--- src/rtl/core_sequencer.sv ---
// core_sequencer: steps a 16-entry opcode program onto the core opcode/execute bus.
// Optional LOOP support is enabled by defining CORE_SEQ_LOOP_EN.
module core_sequencer #(
  parameter int PROG_DEPTH     = 16,
  parameter int LOOP_CNT_WIDTH = 8
) (
  input  logic        clk,
  input  logic        rst,
  input  logic        prog_we,
  input  logic [3:0]  prog_addr,
  input  logic [15:0] prog_data,
  input  logic        start,
  input  logic        stop,
  output logic [15:0] opcode,
  output logic        execute,
  output logic        busy,
  output logic        done,
  output logic [3:0]  pc
);
  typedef enum logic {IDLE, RUN} state_t;
  state_t      state_q;
  logic [3:0]  pc_q, pc_d;
  logic [15:0] opcode_q;
  logic        execute_q, done_q;
  logic [15:0] mem [PROG_DEPTH];
  logic [15:0] instr;
  logic        is_core, is_end, is_loop;
  assign instr   = mem[pc_q];
  assign is_core = instr[15:14] != 2'b10;
  assign is_end  = instr[15:12] == 4'b1000;
  assign is_loop = instr[15:12] == 4'b1001;
`ifdef CORE_SEQ_LOOP_EN
  logic                      armed_q;
  logic [LOOP_CNT_WIDTH-1:0] loop_cnt_q, loop_cnt_d, count;
  logic                      armed_d, loop_take;
  assign count = LOOP_CNT_WIDTH'(instr[7:0]);
  always_comb begin
    loop_take  = is_loop && (armed_q ? loop_cnt_q != '0 : count != '0);
    armed_d    = is_loop ? loop_take : armed_q;
    loop_cnt_d = !is_loop ? loop_cnt_q : !loop_take ? '0 : armed_q ? loop_cnt_q - 1'b1 : count - 1'b1;
    pc_d       = is_end ? pc_q : loop_take ? instr[11:8] : pc_q + 4'd1;
  end
`else
  always_comb pc_d = is_end ? pc_q : pc_q + 4'd1;
`endif
  always_ff @(posedge clk) begin
    if (rst) begin
      state_q    <= IDLE;
      pc_q       <= '0;
      opcode_q   <= '0;
      execute_q  <= 1'b0;
      done_q     <= 1'b0;
`ifdef CORE_SEQ_LOOP_EN
      armed_q    <= 1'b0;
      loop_cnt_q <= '0;
`endif
    end else begin
      execute_q <= 1'b0;
      done_q    <= 1'b0;
      if (state_q == IDLE) begin
        if (start) begin
          state_q    <= RUN;
          pc_q       <= '0;
`ifdef CORE_SEQ_LOOP_EN
          armed_q    <= 1'b0;
          loop_cnt_q <= '0;
`endif
        end
      end else if (stop) begin
        state_q    <= IDLE;
`ifdef CORE_SEQ_LOOP_EN
        armed_q    <= 1'b0;
        loop_cnt_q <= '0;
`endif
      end else begin
        pc_q <= pc_d;
        if (is_core) begin
          opcode_q  <= instr;
          execute_q <= 1'b1;
        end
        if (is_end) begin
          done_q  <= 1'b1;
          state_q <= IDLE;
        end
`ifdef CORE_SEQ_LOOP_EN
        armed_q    <= armed_d;
        loop_cnt_q <= loop_cnt_d;
`endif
      end
    end
  end
  // Program memory is deliberately not reset so a program survives rst.
  always_ff @(posedge clk) begin
    if (prog_we && state_q == IDLE) mem[prog_addr] <= prog_data;
  end
  assign opcode  = opcode_q;
  assign execute = execute_q;
  assign busy    = state_q == RUN;
  assign done    = done_q;
  assign pc      = pc_q;
endmodule

--- config.mk ---
export PLATFORM = sky130hd
export DESIGN_NAME = core_sequencer
export DESIGN_NICKNAME = d
export VERILOG_FILES = /design/src/rtl/core_sequencer.sv
export SDC_FILE = /design/constraint.sdc
export NUM_CORES = 1
export LEC_CHECK = 0
export BUFFER_PORTS_ARGS = -buffer_cell sky130_fd_sc_hd__buf_4
export CAP_MARGIN = 20
export CORE_ASPECT_RATIO = 1.4
export CORE_MARGIN = 4
export CORE_UTILIZATION = 48
export CTS_CLUSTER_DIAMETER = 80
export CTS_CLUSTER_SIZE = 28
export DETAILED_ROUTE_END_ITERATION = 10
export GPL_TIMING_DRIVEN = 0
export PLACE_DENSITY_LB_ADDON = 0.3
export SYNTH_ARGS = -nofsm -noshare
export SYNTH_HDL_FRONTEND = slang
export SYNTH_SLANG_ARGS = --single-unit
--- constraint.sdc ---
create_clock -name clk -period 2.47 [get_ports clk]
set_input_delay 0.1235 -clock clk [delete_from_list [all_inputs] [get_ports clk]]
set_output_delay 0.1235 -clock clk [all_outputs]
set_load 0.05 [all_outputs]
==> impl_results.md, run 1 <==
* Vias in the first global route at about 5400
* CTS Root Cell: clkbuf_16
* Synth Register Bits at 283
* Crit path largest cell delay at 0.53 ns
* Latest clock arrival within the worst-skew pair at 0.48 ns
* Worst Slack Setup Final at 0.0674 ns
* Non-Filler Instances at 906
* Core area at 0.0220 mm^2
* Clock tree sinks at 283
* Max cap viols at 0
* Cell taking the most area after synthesis: edfxtp_1
* Min Tclk post-route at 2.40 ns
* Synth Net Count at 516
* Total Routed Length at 23000 um
* WP buf/inv at 4
* Pwr dens at 651 mW/mm^2
* Total GRT Usage at 0.187
* Critical path's slowest cell: mux4_2
* # fillers at around 1600
* Critical path's top delay family: multiplexers
* Main area contributors after synthesis: edfxtp_1, mux4_2, dfxtp_1, mux2i_1, mux4_1
* I/O pin cnt at 48
* DP Worst Slack at -0.585 ns
* P_leak at 4.00 nW
* Synthesis-to-layout area growth at 18.1%
* CTS tree: yes
* Rows at 64
* Initial antenna violation count at 0
* Type of origin of the critical path: flop
* Util after Layout at 0.579
* First-pass GRT wire length at 34100 um
* Mapped cell area at 0.0108 mm^2
* Cell variety after synth at 37
* DR pass1 iterations at 5
* Worst Tran Pin Value at 0.789 ns
* Die area at 0.0250 mm^2
* Sequential area share after synthesis at 0.762
* # port buffers at 47
* Clock buffer depth at 3
* Die X-Extent at between 100 and 150 um
* Hold Vio Cnt, Final at 0
* Yosys warns at 0
* Via Count at 5268
* CP Data Required Time at 2.83 ns
* H-tree Lvls at 1
* Antenna diode count at 0
* Hold Path Class: in2reg
* Drc violations at 0
* Initial DRC Count at 419
* Nets at ~630
* Die Ht at 185 um
* Yosys top cell area share at 0.712
* WP data arrival at 2.76 ns
* Starting Density at 0.490
* RSZ-0062 raised after global routing: yes
* Clk_skew at roughly 0.030 ns
* Setup violators final at 0
* Post-Syn Instances at 490
* Crit end category: flop
* Slew HR at 0.471
* Status: completed
* Max Clk Rate at around 0.42 GHz
* Crit Path Class: reg2reg
* Max Fanout on Critical Path at 10
* RD Place Congestion at 0.746
* Cell Area, Placed at approximately 0.012 mm^2
* Pin count of the biggest net entering global routing at 30
* Worst-path cell chain: buf_8 -> buf_12 -> buf_16 -> buf_16 -> mux4_2 -> mux4_2 -> mux2i_1 -> nor2_1
* Fin crit share at 0.973
* GR Overflow Total at 0
* Detailed Place HPWL at 15200 um
* Vias per cell at just under 6
* ANT nets after route at 0
* Drt wl/cell at roughly 25 um
* Inst Count DP at about 850
* Clock-pin slew on the worst setup and hold paths at 0.11 ns
* Worst VDD drop at slightly above 0.4 mV
* CTS Buf Count at 14
* Commonest non-fill, non-tap cells in the layout: edfxtp_1, mux4_2, buf_4
* Synth Area per Inst at 22.0 um^2
* Final Cell Area at 0.0128 mm^2
* Leading cell type in the layout, fill and taps excluded: edfxtp_1
* Share of cells above drive strength 1 at 0.356
* Max-slew violations at 0
[cell usage after synthesis, drive strengths merged]
library cell,instances
o31ai,2
nor3,4
buf,17
dfxtp,27
nand4b,1
a21boi,4
nand3,10
or3b,1
a21bo,1
inv,1
mux2i,14
o21a,1
ha,1
clkbuf,6
nor2,29
a21oi,3
nand2,7
o21ai,4
nor2b,7
nor4,1
edfxtp,256
nor3b,1
a22oi,4
and3,1
or3,3
a211oi,1
mux4,76
nand2b,6
o41ai,1
[flip-flops by register name, indices dropped and copies added (netlist names), named ones only]
register,cells
busy,1
execute,1
opcode,16
done,1
pc,4
mem,256
[layer usage]
layer / wire [um] / vias to the layer above / track usage
li1: - / 2253 / -
met1: 8830 / 2798 / 0.245
met2: 12100 / 171 / 0.327
met3: 1180 / 46 / 0.0227
met4: 860 / 0 / 0.0644
met5: 0 / - / 0
[final timing paths]
kind / slack [ns] / cells after the start / startpoint / end
setup reg to reg: 0.07 / 8 / flop / opcode[1]
hold / removal: 0.06 / 2 / prog_addr[0] / mem[8][12]
hold reg to reg: 0.51 / 2 / opcode[2] / opcode[2]
setup / recovery: 0.07 / 8 / flop / opcode[1]
[cell families after synthesis]
kind of cell | Yosys count | synth area share
and+or+nand+nor | 71 | 0.0331
DFF | 283 | 0.762
AOI/OAI and AO/OA | 21 | 0.0156
adders and majority gates | 1 | 0.00116
buffers and inverters | 24 | 0.0148
muxes | 90 | 0.173
[cell type report]
| cell class | count | area [um^2] | area share |
|---|---|---|---|
| Buffer | 23 | 268 | 0.0210 |
| Inverter | 1 | 3.75 | 0.000294 |
| Tap cell | 297 | 372 | 0.0291 |
| Clock buffer | 22 | 402 | 0.0315 |
| Timing Repair Buffer | 96 | 936 | 0.0734 |
| Clock inverter | 1 | 30.0 | 0.00235 |
| Sequential cell | 283 | 8230 | 0.645 |
| Multi-Input combinational cell | 183 | 2510 | 0.197 |
[stage by stage]
step / hold slack (ns) / TNS, ns / power [mW]
final: 0.0613 / 0 / 8.31
after global routing: 0.0463 / -0.0102 / 8.59
after CTS: 0.0506 / -0.00307 / 8.35
after detailed placement: 0.328 / -6.34 / 5.79
after global placement: 0.327 / -87.35 / 5.75
after floorplan: 0.195 / 0 / 5.60
[power breakdown]
group          switching (mW)  internal [mW]  total [mW]
combinational           0.246          0.205       0.450
clock                    1.41           1.16        2.57
sequential             0.0189           5.27        5.29
total                    1.67           6.63        8.31
[worst register-to-register path, cell delays in order (launching register included)]
cell,delay [ns]
dfxtp_4,0.40
buf_8,0.15
buf_12,0.16
buf_16,0.16
buf_16,0.17
mux4_2,0.53
mux4_2,0.50
mux2i_1,0.15
nor2_1,0.05
[repair_timing]
| item | 4_1_cts | 5_1_grt |
|---|---|---|
| buffers inserted | 2 | 7 |
| endpoints found under the hold margin | 262 | 0 |
| cloned | 2 | 1 |
| setup endpoints to repair | 20 | 22 |
| pin swaps | 2 | 7 |
| resized for setup | 25 | 18 |
| hold buffers | 19 | 0 |
Power figures use the tool's default switching activity.
==> run 2, diff against run 1 <==
--- a/constraint.sdc
+++ b/constraint.sdc
@@ -3,2 +3,2 @@
 set_output_delay 0.1235 -clock clk [all_outputs]
-set_load 0.05 [all_outputs]
+set_load 0.01 [all_outputs]
==> run 2 against run 1 <==
Combinational power shrank 8.2%. Largest cell class unchanged. Non-clock buffer count grew 2. Clock power increased by 8.9%. Sequential share of layout area is 0.11 points lower. Sequential power about the same. Maximum frequency rose by 1.5%. First-iteration DRC count up 5.5%. Core utilization is 0.11 points higher. Design area rose by 0.19%. Worst hold slack lost 0.00067 ns. Die area unchanged. Sequential cell count did not move.
==> impl_results.md, run 2 (synthesis gave the netlist of run 1 again) <==
* Worst VDD drop at 0.389 mV
* ANT nets after route at 0
* Stages on worst setup path at 8
* Core area at between 0.02 and 0.025 mm^2
* Critical path's top delay family: compound AO/OA/AOI/OAI gates
* WP buf/inv at 2
* Crit end category: flop
* PnR Total Power at 8.50 mW
* H-tree Lvls at 1
* R2R depth at 8
* I/O pin cnt at 48
* CTS Buf Count at 14
* CTS tree: yes
* WP data arrival at 2.78 ns
* Top reg by flops: mem
* Crit Path Class: reg2reg
* Antenna diode count at 0
* Via Count at 5195
* Total Routed Length at 22600 um
* Nets at 630
* Util after Layout at 0.580
* Pin count of the biggest net entering global routing at 30
* RSZ-0062 raised after global routing: no
* Worst Tran Pin Value at 0.860 ns
* Setup violators final at 0
* Detailed Place HPWL at 15300 um
* Rows at between 60 and 70
* Worst-path cell chain: buf_12 -> mux4_2 -> a22oi_2 -> nand3_2 -> o41ai_4 -> buf_6 -> nand3_1 -> o21ai_1
* # port buffers at 47
* Slew HR at 0.427
* Vias in the first global route at 5521
* Clk pwr share at 0.330
* Combinational share of power at 0.049
* Hold Vio Cnt, Final at 0
* Min Hold Slack at 0.0607 ns
* Clock-pin slew on the worst setup and hold paths at 0.10 ns
* Clock tree sinks at 283
* Vias per cell at about 5.7
* Initial antenna violation count at 0
* Max-slew violations at 0
* Drc violations at 0
* Worst Slack Setup Final at 0.103 ns
* # fillers at between 1500 and 2000
* Max Clk Rate at 0.423 GHz
* Drt wl/cell at 24.8 um
* Max cap viols at 0
* DR pass1 iterations at 4
* Latest clock arrival within the worst-skew pair at 0.48 ns
* Switching Fraction at 0.196
* Type of origin of the critical path: flop
* Pwr dens at approximately 670 mW/mm^2
* CTS Root Cell: clkbuf_16
* Critical path's slowest cell: mux4_2
* Synthesis-to-layout area growth at 18.3%
* DP Worst Slack at -0.543 ns
* Clock buffer depth at 3
* Fin crit share at 0.958
* First-pass GRT wire length at 33900 um
* Die area at 0.0250 mm^2
* Crit path largest cell delay at 0.52 ns
* GR Overflow Total at 0
* Initial DRC Count at 442
* Status: completed
* Min Tclk post-route at ~2.4 ns
* RD Place Congestion at 0.734
* CP Data Required Time at 2.89 ns
* Hold Path Class: in2reg
* P_leak at 4.03 nW
* Share of cells above drive strength 1 at 0.358
* Sequential share of power at 0.622
* P_sw at 1.66 mW
* Hold-critical path depth at 2
* Max Fanout on Critical Path at 6
* Clk_skew at 0.0158 ns
* Die X-Extent at 135 um
* Leading cell type in the layout, fill and taps excluded: edfxtp_1
* Total GRT Usage at 0.185
* Die Ht at 185 um
* Power Internal at 6.84 mW
* Max FFs per register at ~260
* Commonest non-fill, non-tap cells in the layout: edfxtp_1, mux4_2, buf_4
* Starting Density at 0.490
==> run 2: cell types whose count changed in the layout (fill, tap and decap cells not counted), sizes merged <==
cell    before  now
clkinv       1    0
inv          1    2
bufinv       0    2
buf         93   94
==> run 2: power groups by stage <==
stage	Clock, mW	Combinational (mW)	Sequential [mW]
4_1_cts	2.86	0.388	5.28
3_3_place_gp	0	0.324	5.39
3_5_place_dp	0	0.357	5.39
2_1_floorplan	0	0.174	5.40
5_1_grt	3.04	0.446	5.29
6_report	2.80	0.413	5.28
==> run 2: final cells by class <==
cell class / instances / area (um^2) / area share
Sequential cell: 283 / 8230 / 0.644
Multi-Input combinational cell: 183 / 2500 / 0.195
Timing Repair Buffer: 98 / 938 / 0.0734
Clock buffer: 21 / 398 / 0.0311
Tap cell: 297 / 372 / 0.0291
Buffer: 23 / 256 / 0.0201
Clock inverter: 3 / 80.1 / 0.00627
Inverter: 1 / 3.75 / 0.000294
==> run 2: final timing paths <==
kind | slack [ns] | startpoint | to
worst max-delay path | 0.10 | flop | flop
worst min-delay path | 0.06 | prog_addr[0] | mem[8][0]
worst max register to register | 0.10 | flop | flop
worst min register to register | 0.50 | opcode[1] | opcode[1]
==> run 2: metal layers <==
metal  vias up  share of wire  GRT usage
met3        34          0.048     0.0224
met4         0          0.027     0.0542
met2       150           0.54      0.333
li1       2254              -          -
met5         -              0          0
met1      2757           0.38      0.237
==> run 2: through the flow <==
stage | TNS (ns) | cells | cell area, um^2
3_5_place_dp | -5.58 | 853 | 11800
6_report | 0 | 909 | 12800
5_1_grt | 0 | 909 | 12800
2_1_floorplan | 0 | 490 | 10800
4_1_cts | 0 | 896 | 12600
3_3_place_gp | -100.29 | 834 | 11500
==> run 2: timing repair <==
action | 4_1_cts | 5_1_grt
cloned | 0 | 3
setup buffers | 0 | 10
resized for setup | 17 | 21
setup endpoints to repair | 17 | 23
hold endpoints to repair | 262 | 0
hold buffers | 19 | 0
pin swaps | 0 | 4
==> run 3, diff against run 2 <==
Settings changed: HOLD_SLACK_MARGIN set to 0.1.
==> run 3 against run 2 <==
Combinational power about the same. Global-route usage hardly changed. Sequential power about the same. Clock-buffer cell count did not move. Routed wire length increased by 0.22%. Critical path type unchanged. Highest routed layer unchanged.
==> impl_results.md, run 3 (synthesis gave the netlist of run 1 again) <==
* Status: completed
* Initial antenna violation count at 0
* Drt wl/cell at 24.8 um
* Critical path's slowest cell: mux4_2
* H-tree Lvls at 1
* First-pass GRT wire length at about 34000 um
* Core area at 0.0220 mm^2
* Min Tclk post-route at 2.38 ns
* Max Clk Rate at roughly 0.42 GHz
* Non-Filler Instances at between 900 and 1000
* Nets at 632
* Crit path largest cell delay at approximately 0.50 ns
* Die area at 0.0250 mm^2
* P_sw at between 1.5 and 2 mW
* GR Layer Usage met3 at 0.0222
* Type of origin of the critical path: flop
* Hold Path Class: in2reg
* Total GRT Usage at 0.185
* Gr busiest metal: met2
* Vias in the first global route at 5535
* Combinational share of power at 0.049
* # fillers at roughly 1500
* Sequential share of power at 0.621
* CTS Buf Count at 14
* PnR Total Power at 8.50 mW
* # port buffers at 47
* Via Count at around 5200
* RSZ-0062 raised after global routing: no
* Leading cell type in the layout, fill and taps excluded: edfxtp_1
* Cell Area, Placed at 0.0118 mm^2
* Worst Slack Setup Final at 0.0919 ns
* Latest clock arrival within the worst-skew pair at between 0.4 and 0.5 ns
* Worst VDD drop at 0.389 mV
* Flop-to-flop setup slack at 0.09 ns
* Clock buffer depth at 3
* Pwr dens at 665 mW/mm^2
* Drc violations at 0
* Startpoint of the worst hold path: prog_addr[2]
* Clk_skew at about 0.016 ns
* I/O pin cnt at 48
* Antenna diode count at 0
* Final Cell Area at between 0.01 and 0.015 mm^2
* R2R depth at 9
* Die X-Extent at 135 um
* Starting Density at 0.490
* Synthesis-to-layout area growth at 18.5%
* Clk pwr share at 0.330
* Crit path top cell by count: buf_12
* Worst-path cell chain: buf_12 -> buf_12 -> mux4_2 -> a22oi_2 -> nand3_2 -> o41ai_4 -> buf_6 -> nand3_1 -> o21ai_1
* CTS Root Cell: clkbuf_16
* P_leak at roughly 4 nW
* Share of cells above drive strength 1 at 0.357
* RD Place Congestion at 0.734
* CTS tree: yes
* Clock-pin slew on the worst setup and hold paths at 0.11 ns
* WP data arrival at 2.79 ns
* Clock tree sinks at ~280
* Rows at 64
* Top reg by flops: mem
* Pin count of the biggest net entering global routing at 30
* Total Routed Length at 22600 um
* Power Internal at 6.84 mW
* Hold Vio Cnt, Final at 0
* ANT nets after route at 0
* Slew HR at 0.422
* Setup violators final at 0
* Worst Tran Pin Value at between 0.8 and 0.9 ns
* Max Fanout on Critical Path at 6
* GR Overflow Total at 0
* DP Worst Slack at -0.543 ns
* Initial DRC Count at 432
* Switching Fraction at 0.196
* Max cap viols at 0
* Routing usage on met1 at 0.237
* Crit Path Class: reg2reg
* Max-slew violations at 0
* Max FFs per register at 256
* Commonest non-fill, non-tap cells in the layout: edfxtp_1, mux4_2, buf_4
* Inst Count DP at 853
* Vias per cell at approximately 5.8
* GR Util met2 at 0.334
* CP Data Required Time at 2.89 ns
* Detailed Place HPWL at between 15000 and 20000 um
* Die Ht at 185 um
* TNS Setup at 0 ns
* Fin crit share at 0.963
* Crit end category: flop
* DR pass1 iterations at 5
==> run 3: cell types whose count changed in the layout (fill, tap and decap cells not counted), sizes merged <==
cell,previous run,this run
dlygate4sd3,19,21
==> run 3: per-layer routing <==
layer	part of all wire	vias to the layer above	wire length (um)
li1	-	2260	-
met2	0.54	158	12300
met4	0.026	0	594
met3	0.046	31	1030
met1	0.39	2796	8720
met5	0	-	0
==> run 3: power by group through the flow <==
stage / clock network, mW / registers [mW] / logic, mW
after floorplan: 0 / 5.40 / 0.174
after global placement: 0 / 5.39 / 0.324
after detailed placement: 0 / 5.39 / 0.357
after CTS: 2.86 / 5.28 / 0.391
after global routing: 3.04 / 5.29 / 0.449
final: 2.80 / 5.28 / 0.416
==> run 3: worst min path at each step <==
stage           endpoint  slack (ns)  cells past startpoint
2_1_floorplan    execute        0.20                      1
3_3_place_gp     execute        0.33                      2
3_5_place_dp     execute        0.33                      2
4_1_cts        mem[8][0]        0.21                      3
5_1_grt        mem[8][0]        0.23                      3
6_report       mem[8][0]        0.23                      3
==> run 3: layout make-up <==
| cell class | count | area (um^2) | share of cell area |
|---|---|---|---|
| inverter | 1 | 3.75 | 0.000293 |
| clock buffer | 21 | 398 | 0.0311 |
| sequential | 283 | 8230 | 0.643 |
| multi-input combinational | 183 | 2500 | 0.195 |
| buffer | 23 | 256 | 0.0200 |
| timing repair buffer | 100 | 958 | 0.0749 |
| clock inverter | 3 | 80.1 | 0.00626 |
| tap | 297 | 372 | 0.0290 |
==> run 3: critical path, delay by kind of cell (launching register included) <==
family                 cells  cell delay, ns
AO/OA/AOI/OAI              3            0.72
buffers and inverters      3            0.43
flip-flops                 1            0.39
multiplexers               1            0.50
AND/OR/NAND/NOR            2            0.27
==> run 3: what timing repair did <==
item,in CTS,in global routing
resized for setup,17,21
hold endpoints to repair,281,0
setup endpoints to repair,17,23
cloned,0,3
setup buffers,0,10
hold buffers,21,0
pin swaps,0,4
==> run 3: through the flow <==
step                      utilization  hold WS (ns)
after floorplan                     -         0.195
after global routing            0.581         0.229
after global placement          0.523         0.329
after CTS                       0.571         0.212
final                           0.581         0.227
after detailed placement        0.538         0.330
